**src/rtl/mem_bus_arbiter_if.sv**
```systemverilog
// Device/CPU/memory signal bundle around the memory bus arbiter.
// The arbiter takes the slave view; the surrounding system drives the master view.
interface mem_bus_arbiter_if;
    logic        dev_req;
    logic        dev_rw;
    logic [15:0] dev_addr;
    logic [7:0]  dev_wdata;
    logic        cpu_busy;
    logic [7:0]  mem_rdata;

    logic        fetch_suppress;
    logic        bus_own;
    logic        dev_gnt;
    logic        dev_done;
    logic [7:0]  dev_rdata;
    logic [15:0] mem_addr;
    logic [7:0]  mem_wdata;
    logic        mem_oe;
    logic        mem_we;

    modport master (
        output dev_req, dev_rw, dev_addr, dev_wdata, cpu_busy, mem_rdata,
        input  fetch_suppress, bus_own, dev_gnt, dev_done, dev_rdata,
               mem_addr, mem_wdata, mem_oe, mem_we
    );

    modport slave (
        input  dev_req, dev_rw, dev_addr, dev_wdata, cpu_busy, mem_rdata,
        output fetch_suppress, bus_own, dev_gnt, dev_done, dev_rdata,
               mem_addr, mem_wdata, mem_oe, mem_we
    );
endinterface

```
**src/rtl/mem_bus_arbiter.sv**
```systemverilog
// Hands the main memory bus from the CPU to a DMA-style device for bursts of
// up to HOLD_MAX beats, then forces a CPU cooldown of CPU_MIN cycles.
module mem_bus_arbiter #(
    parameter int unsigned HOLD_MAX = 8,
    parameter int unsigned MEM_WAIT = 1,
    parameter int unsigned CPU_MIN  = 4
) (
    input  logic             MAINCLK,
    input  logic             MAINRST,
    mem_bus_arbiter_if.slave bus
);
    typedef enum logic [2:0] {
        CPU_OWN,
        DRAIN,
        ACCESS,
        DONE,
        RELEASE
    } state_e;

    localparam logic [7:0] HOLD_LIM  = 8'(HOLD_MAX);
    localparam logic [3:0] WAIT_LAST = 4'(MEM_WAIT);
    localparam logic [7:0] COOL_INIT = 8'(CPU_MIN);

    state_e      state_q, state_d;
    logic [3:0]  wait_q;
    logic [7:0]  beats_q;
    logic [7:0]  cool_q;
    logic [7:0]  cool_dec;
    logic        rw_q;
    logic        fs_q, own_q, gnt_q, done_q, oe_q, we_q;
    logic [15:0] addr_q;
    logic [7:0]  wdata_q;
    logic [7:0]  rdata_q;
    logic        wait_last;
    logic        enter_access;

    assign cool_dec     = (cool_q == 8'd0) ? 8'd0 : cool_q - 8'd1;
    assign wait_last    = (wait_q == WAIT_LAST);
    assign enter_access = (state_d == ACCESS) && (state_q != ACCESS);

    // NOTE: state_d gets a default before the case so no path leaves it unassigned (no latch).
    always_comb begin
        state_d = state_q;
        case (state_q)
            // Gate on the count left after this cycle, so the CPU keeps exactly
            // CPU_MIN owned cycles between a release and the next drain.
            CPU_OWN: if (bus.dev_req && cool_dec == 8'd0) state_d = DRAIN;
            DRAIN: begin
                if (!bus.dev_req)       state_d = RELEASE;
                else if (!bus.cpu_busy) state_d = ACCESS;
            end
            ACCESS:  if (wait_last) state_d = DONE;
            DONE:    state_d = (bus.dev_req && beats_q < HOLD_LIM) ? ACCESS : RELEASE;
            RELEASE: state_d = CPU_OWN;
            default: state_d = CPU_OWN;
        endcase
    end

    // NOTE: every register here uses <= so all of them see the pre-edge values together.
    always_ff @(posedge MAINCLK) begin
        if (!MAINRST) begin
            state_q <= CPU_OWN;
            wait_q  <= 4'd0;
            beats_q <= 8'd0;
            cool_q  <= 8'd0;
            rw_q    <= 1'b0;
            fs_q    <= 1'b0;
            own_q   <= 1'b0;
            gnt_q   <= 1'b0;
            done_q  <= 1'b0;
            oe_q    <= 1'b0;
            we_q    <= 1'b0;
            addr_q  <= 16'h0000;
            wdata_q <= 8'h00;
            rdata_q <= 8'h00;
        end else begin
            state_q <= state_d;

            // Outputs are decoded from the next state so they line up with state_q.
            fs_q   <= (state_d != CPU_OWN);
            own_q  <= (state_d == ACCESS) || (state_d == DONE);
            gnt_q  <= (state_d == ACCESS) || (state_d == DONE);
            done_q <= (state_d == DONE);

            if (enter_access) begin
                rw_q    <= bus.dev_rw;
                addr_q  <= bus.dev_addr;
                wdata_q <= bus.dev_wdata;
                oe_q    <= !bus.dev_rw;
                we_q    <= bus.dev_rw;
                wait_q  <= 4'd0;
            end else if (state_d == ACCESS) begin
                wait_q <= wait_q + 4'd1;
            end else begin
                oe_q   <= 1'b0;
                we_q   <= 1'b0;
                wait_q <= 4'd0;
                if (state_d != DONE) begin
                    addr_q  <= 16'h0000;
                    wdata_q <= 8'h00;
                end
            end

            if (state_q == ACCESS && wait_last) begin
                beats_q <= beats_q + 8'd1;
                if (!rw_q) rdata_q <= bus.mem_rdata;
            end

            if (state_q == RELEASE) begin
                cool_q  <= COOL_INIT;
                beats_q <= 8'd0;
            end else if (state_q == CPU_OWN) begin
                cool_q <= cool_dec;
            end
        end
    end

    assign bus.fetch_suppress = fs_q;
    assign bus.bus_own        = own_q;
    assign bus.dev_gnt        = gnt_q;
    assign bus.dev_done       = done_q;
    assign bus.dev_rdata      = rdata_q;
    assign bus.mem_addr       = addr_q;
    assign bus.mem_wdata      = wdata_q;
    assign bus.mem_oe         = oe_q;
    assign bus.mem_we         = we_q;
endmodule

```
**src/flat_wrapper.sv**
```systemverilog
// flat-port wrapper written by rule: the top's interface ports become plain ports
module mem_bus_arbiter_flat 
#(
    parameter int unsigned HOLD_MAX = 8,
    parameter int unsigned MEM_WAIT = 1,
    parameter int unsigned CPU_MIN  = 4
)
  (MAINCLK, MAINRST, bus_dev_req, bus_dev_rw, bus_dev_addr, bus_dev_wdata, bus_cpu_busy, bus_mem_rdata, bus_fetch_suppress, bus_bus_own, bus_dev_gnt, bus_dev_done, bus_dev_rdata, bus_mem_addr, bus_mem_wdata, bus_mem_oe, bus_mem_we);
  mem_bus_arbiter_if bus_i ();
  input  logic MAINCLK;
  input  logic MAINRST;
  input wire logic [$bits(bus_i.dev_req)-1:0] bus_dev_req;
  input wire logic [$bits(bus_i.dev_rw)-1:0] bus_dev_rw;
  input wire logic [$bits(bus_i.dev_addr)-1:0] bus_dev_addr;
  input wire logic [$bits(bus_i.dev_wdata)-1:0] bus_dev_wdata;
  input wire logic [$bits(bus_i.cpu_busy)-1:0] bus_cpu_busy;
  input wire logic [$bits(bus_i.mem_rdata)-1:0] bus_mem_rdata;
  output wire logic [$bits(bus_i.fetch_suppress)-1:0] bus_fetch_suppress;
  output wire logic [$bits(bus_i.bus_own)-1:0] bus_bus_own;
  output wire logic [$bits(bus_i.dev_gnt)-1:0] bus_dev_gnt;
  output wire logic [$bits(bus_i.dev_done)-1:0] bus_dev_done;
  output wire logic [$bits(bus_i.dev_rdata)-1:0] bus_dev_rdata;
  output wire logic [$bits(bus_i.mem_addr)-1:0] bus_mem_addr;
  output wire logic [$bits(bus_i.mem_wdata)-1:0] bus_mem_wdata;
  output wire logic [$bits(bus_i.mem_oe)-1:0] bus_mem_oe;
  output wire logic [$bits(bus_i.mem_we)-1:0] bus_mem_we;
  assign bus_i.dev_req = bus_dev_req;
  assign bus_i.dev_rw = bus_dev_rw;
  assign bus_i.dev_addr = bus_dev_addr;
  assign bus_i.dev_wdata = bus_dev_wdata;
  assign bus_i.cpu_busy = bus_cpu_busy;
  assign bus_i.mem_rdata = bus_mem_rdata;
  assign bus_fetch_suppress = bus_i.fetch_suppress;
  assign bus_bus_own = bus_i.bus_own;
  assign bus_dev_gnt = bus_i.dev_gnt;
  assign bus_dev_done = bus_i.dev_done;
  assign bus_dev_rdata = bus_i.dev_rdata;
  assign bus_mem_addr = bus_i.mem_addr;
  assign bus_mem_wdata = bus_i.mem_wdata;
  assign bus_mem_oe = bus_i.mem_oe;
  assign bus_mem_we = bus_i.mem_we;
  mem_bus_arbiter #(.HOLD_MAX(HOLD_MAX), .MEM_WAIT(MEM_WAIT), .CPU_MIN(CPU_MIN)) u_core (.MAINCLK(MAINCLK), .MAINRST(MAINRST), .bus(bus_i));
endmodule
```
**config.mk**
```make
export PLATFORM = sky130hd
export DESIGN_NAME = mem_bus_arbiter_flat
export DESIGN_NICKNAME = d
export VERILOG_FILES = /design/src/rtl/mem_bus_arbiter_if.sv /design/src/rtl/mem_bus_arbiter.sv /design/src/flat_wrapper.sv
export SDC_FILE = /design/constraint.sdc
export NUM_CORES = 1
export LEC_CHECK = 0
export ABC_AREA = 1
export BUFFER_PORTS_ARGS = -buffer_cell sky130_fd_sc_hd__buf_2
export CORE_AREA = 5 5 80 82
export CTS_CLUSTER_DIAMETER = 60
export CTS_CLUSTER_SIZE = 10
export DETAILED_ROUTE_END_ITERATION = 12
export DIE_AREA = 0 0 85 87
export MAX_ROUTING_LAYER = met4
export PLACE_DENSITY = 0.7
export SLEW_MARGIN = 40
export SYNTH_ARGS = -nofsm -noshare
export SYNTH_HDL_FRONTEND = slang
export SYNTH_SLANG_ARGS = --single-unit
```
**constraint.sdc**
```tcl
create_clock -name MAINCLK -period 1.8 [get_ports MAINCLK]
set_input_delay 0.36 -clock MAINCLK [delete_from_list [all_inputs] [get_ports MAINCLK]]
set_output_delay 0.36 -clock MAINCLK [all_outputs]
set_load 0.02 [all_outputs]
```
==> out/results.tsv <==
metric	value	unit
status	finished, final reports clean	
Setup crit start kind	register	
Yosys cell types	28	
DP Worst Slack	0.03369	ns
Port Buf Inserts	74	
CTS tree	done	
ys async rst share	0	
Clk pwr share	0.312	
final worst slack	0.1868	ns
# IOs	75	
crit share post-route	0.8962	
worst-path maximum fanout	6	
diode count	0	
Detail Route Antenna Nets	0	
register bit total from synthesis	61	
largest area contributor in the netlist	dfxtp_1	
starting DRC count in detailed routing	170	
Hold Crit Class	input pin to register	
fin crit period	1.613	ns
first-pass GRT wire length	9.466	mm
share of the yosys chip area belonging to registers	0.5013	
DRC	0	
core region area	5675	um2
Clk pin slew, worst setup/hold paths	0.07	ns
fmax	619.9	MHz
GR Util All Layers	0.1630	
Routability Congestion	0.8116	
CTS Hold Bufs	0	
Post-Route Setup TNS	0	ns
total gr overflow	0	
Slew @ Worst Pin	0.3022	ns
Clock Tree Buf Depth	2	
Die X-Extent	85	um
Cell Area, Synth	2436	um2
switch share	0.3252	
die area	7395	um2
Synth Instances	308	
clk_lat worst skew	0.33	ns
DR WL/cell	11.95	um
largest net degree at the start of global routing	27	
Routed Wire Length	5.650	mm
Starting Density	0.4292	
Top FF cell, synth	dfxtp_1	
Cell Rows	28	
share of cells above drive strength 1	0.2739	
critical path arrival	1.84	ns
CP required	2.03	ns
Slew Viols, Final	0	
EDFF count, synth	0	
Yosys Warn Count	0	
final setup fails	0	
CTS buffer count	9	
most frequent cells after synthesis	nor2_1, dfxtp_1, nand2_1	
RSZ-0062 raised after global routing	false	
maximum vdd drop	0.5067	mV
initial antenna violation count	0	
clock sink total	61	
DR pass1 iterations	4	
Gate power share	0.237	
Final Hold Vio Count	0	
synth top area cells	dfxtp_1, nor2_1, a22oi_1	
Clock Skews	0.007073	ns
Synth Area per Inst	7.909	um2
PD cells	1060	nW/um2
Die Span Y	87	um
nets	434	
Crit Path Category	register to register	
H-Tree Level Count	3	
net switching power	1.077	mW
P&R area growth vs syn	28.20	%
Vias/cell	4.808	
Post-DP HPWL	4.168	mm
Int Power	2.235	mW
number of max-cap violations	0	
vias in the first global route	2144	
Via Count	2274	
relative slew slack	0.7973	
cell with the most instances after synthesis	nor2_1	
Sequential Power Share	0.451	
Clock Root Buffer	clkbuf_8	
crit path capture type	register	
post-synth top area share	0.5013	
P_leak	1.487	nW
Post-Syn Nets	349	
[layer usage]
metal / global-route usage / part of all wire / vias up
met4: 0.08345 / 0.015 / 0
met5: - / 0 / -
met3: 0.04352 / 0.047 / 7
met1: 0.1860 / 0.44 / 1023
li1: - / - / 1195
met2: 0.2634 / 0.49 / 49
[cells in the final DEF, fill, tap and decap left out, types with 3 or more instances in the layout]
cell	n
nand2_1	38
a22oi_1	24
a21oi_1	15
nand4_1	4
inv_1	28
a211oi_1	5
a31oi_1	3
buf_4	8
nand3_1	8
ha_1	4
nor2_2	3
clkbuf_8	9
dfxtp_1	61
nor3_1	5
o21ai_0	19
buf_2	74
nor2_1	63
[layout make-up]
cell class,instances,area [um2]
Clock buffer,11,131.4
Clock inverter,5,37.54
Fill cell,536,2552
Inverter,33,125.1
Multi-Input combinational cell,205,1064
Sequential cell,61,1221
Tap cell,75,93.84
Timing Repair Buffer,83,450.4
[logic make-up after synthesis]
group | synth area share
and+or+nand+nor | 0.2167
DFF | 0.5013
buffers and inverters | 0.06780
AOI/OAI and AO/OA | 0.1793
adders and majority gates | 0.02055
xor gates and xnor gates | 0.01438
[flip-flops by register name, summed over array words and instances (netlist names)]
register / count
u_core.cool_q: 8
u_core.bus.mem_addr: 16
u_core.bus.mem_oe: 1
u_core.bus.mem_we: 1
u_core.bus.bus_own: 1
u_core.beats_q: 8
u_core.state_q: 3
u_core.bus.mem_wdata: 8
u_core.bus.dev_done: 1
u_core.wait_q: 4
u_core.bus.dev_rdata: 8
u_core.bus.fetch_suppress: 1
u_core.rw_q: 1
[power by group through the flow]
stage	sequential (mW)	clock, mW	combinational, mW
global placement	1.52	0	0.755
CTS	1.49	1.06	0.767
global route	1.50	1.14	0.907
detailed placement	1.52	0	0.762
floorplan	1.52	0	0.563
finish	1.49	1.03	0.784
[stage by stage]
| step | cells | hold WS (ns) | instance area (um2) | power [mW] | utilization |
|---|---|---|---|---|---|
| floorplan | 308 | 0.4334 | 2436 | 2.083 | - |
| global placement | 457 | 0.4423 | 2940 | 2.273 | 0.5181 |
| detailed placement | 457 | 0.4635 | 2940 | 2.285 | 0.5181 |
| CTS | 473 | 0.2407 | 3109 | 3.317 | 0.5478 |
| global route | 473 | 0.2438 | 3123 | 3.547 | 0.5503 |
| finish | 473 | 0.2521 | 3123 | 3.312 | 0.5503 |
[worst max-delay path: stages (launching register included)]
cell and delay (ns):
dfxtp_1 0.35, inv_1 0.05, ha_1 0.16, inv_1 0.05, nor3_1 0.03, buf_4 0.14
nand2_4 0.09, clkinv_2 0.07, buf_4 0.16, a21oi_2 0.20, nand2_1 0.08, nand2_1 0.08
nand2_1 0.05
[repair_timing]
action                     in CTS  in global routing
buffers inserted                0                  0
setup endpoints to repair       0                  8
resized for setup               0                  5
[worst paths after layout]
check | cells past startpoint | slack (ns) | to | startpoint
min | 3 | 0.25 | u_core.bus.dev_rdata[4] | bus_mem_rdata[4]
max reg2reg | 12 | 0.19 | u_core.bus.fetch_suppress | u_core.wait_q[1]
min reg2reg | 1 | 0.47 | u_core.wait_q[0] | u_core.wait_q[0]
max | 12 | 0.19 | u_core.bus.fetch_suppress | u_core.wait_q[1]
No activity file was read; power rests on OpenSTA's default activity.
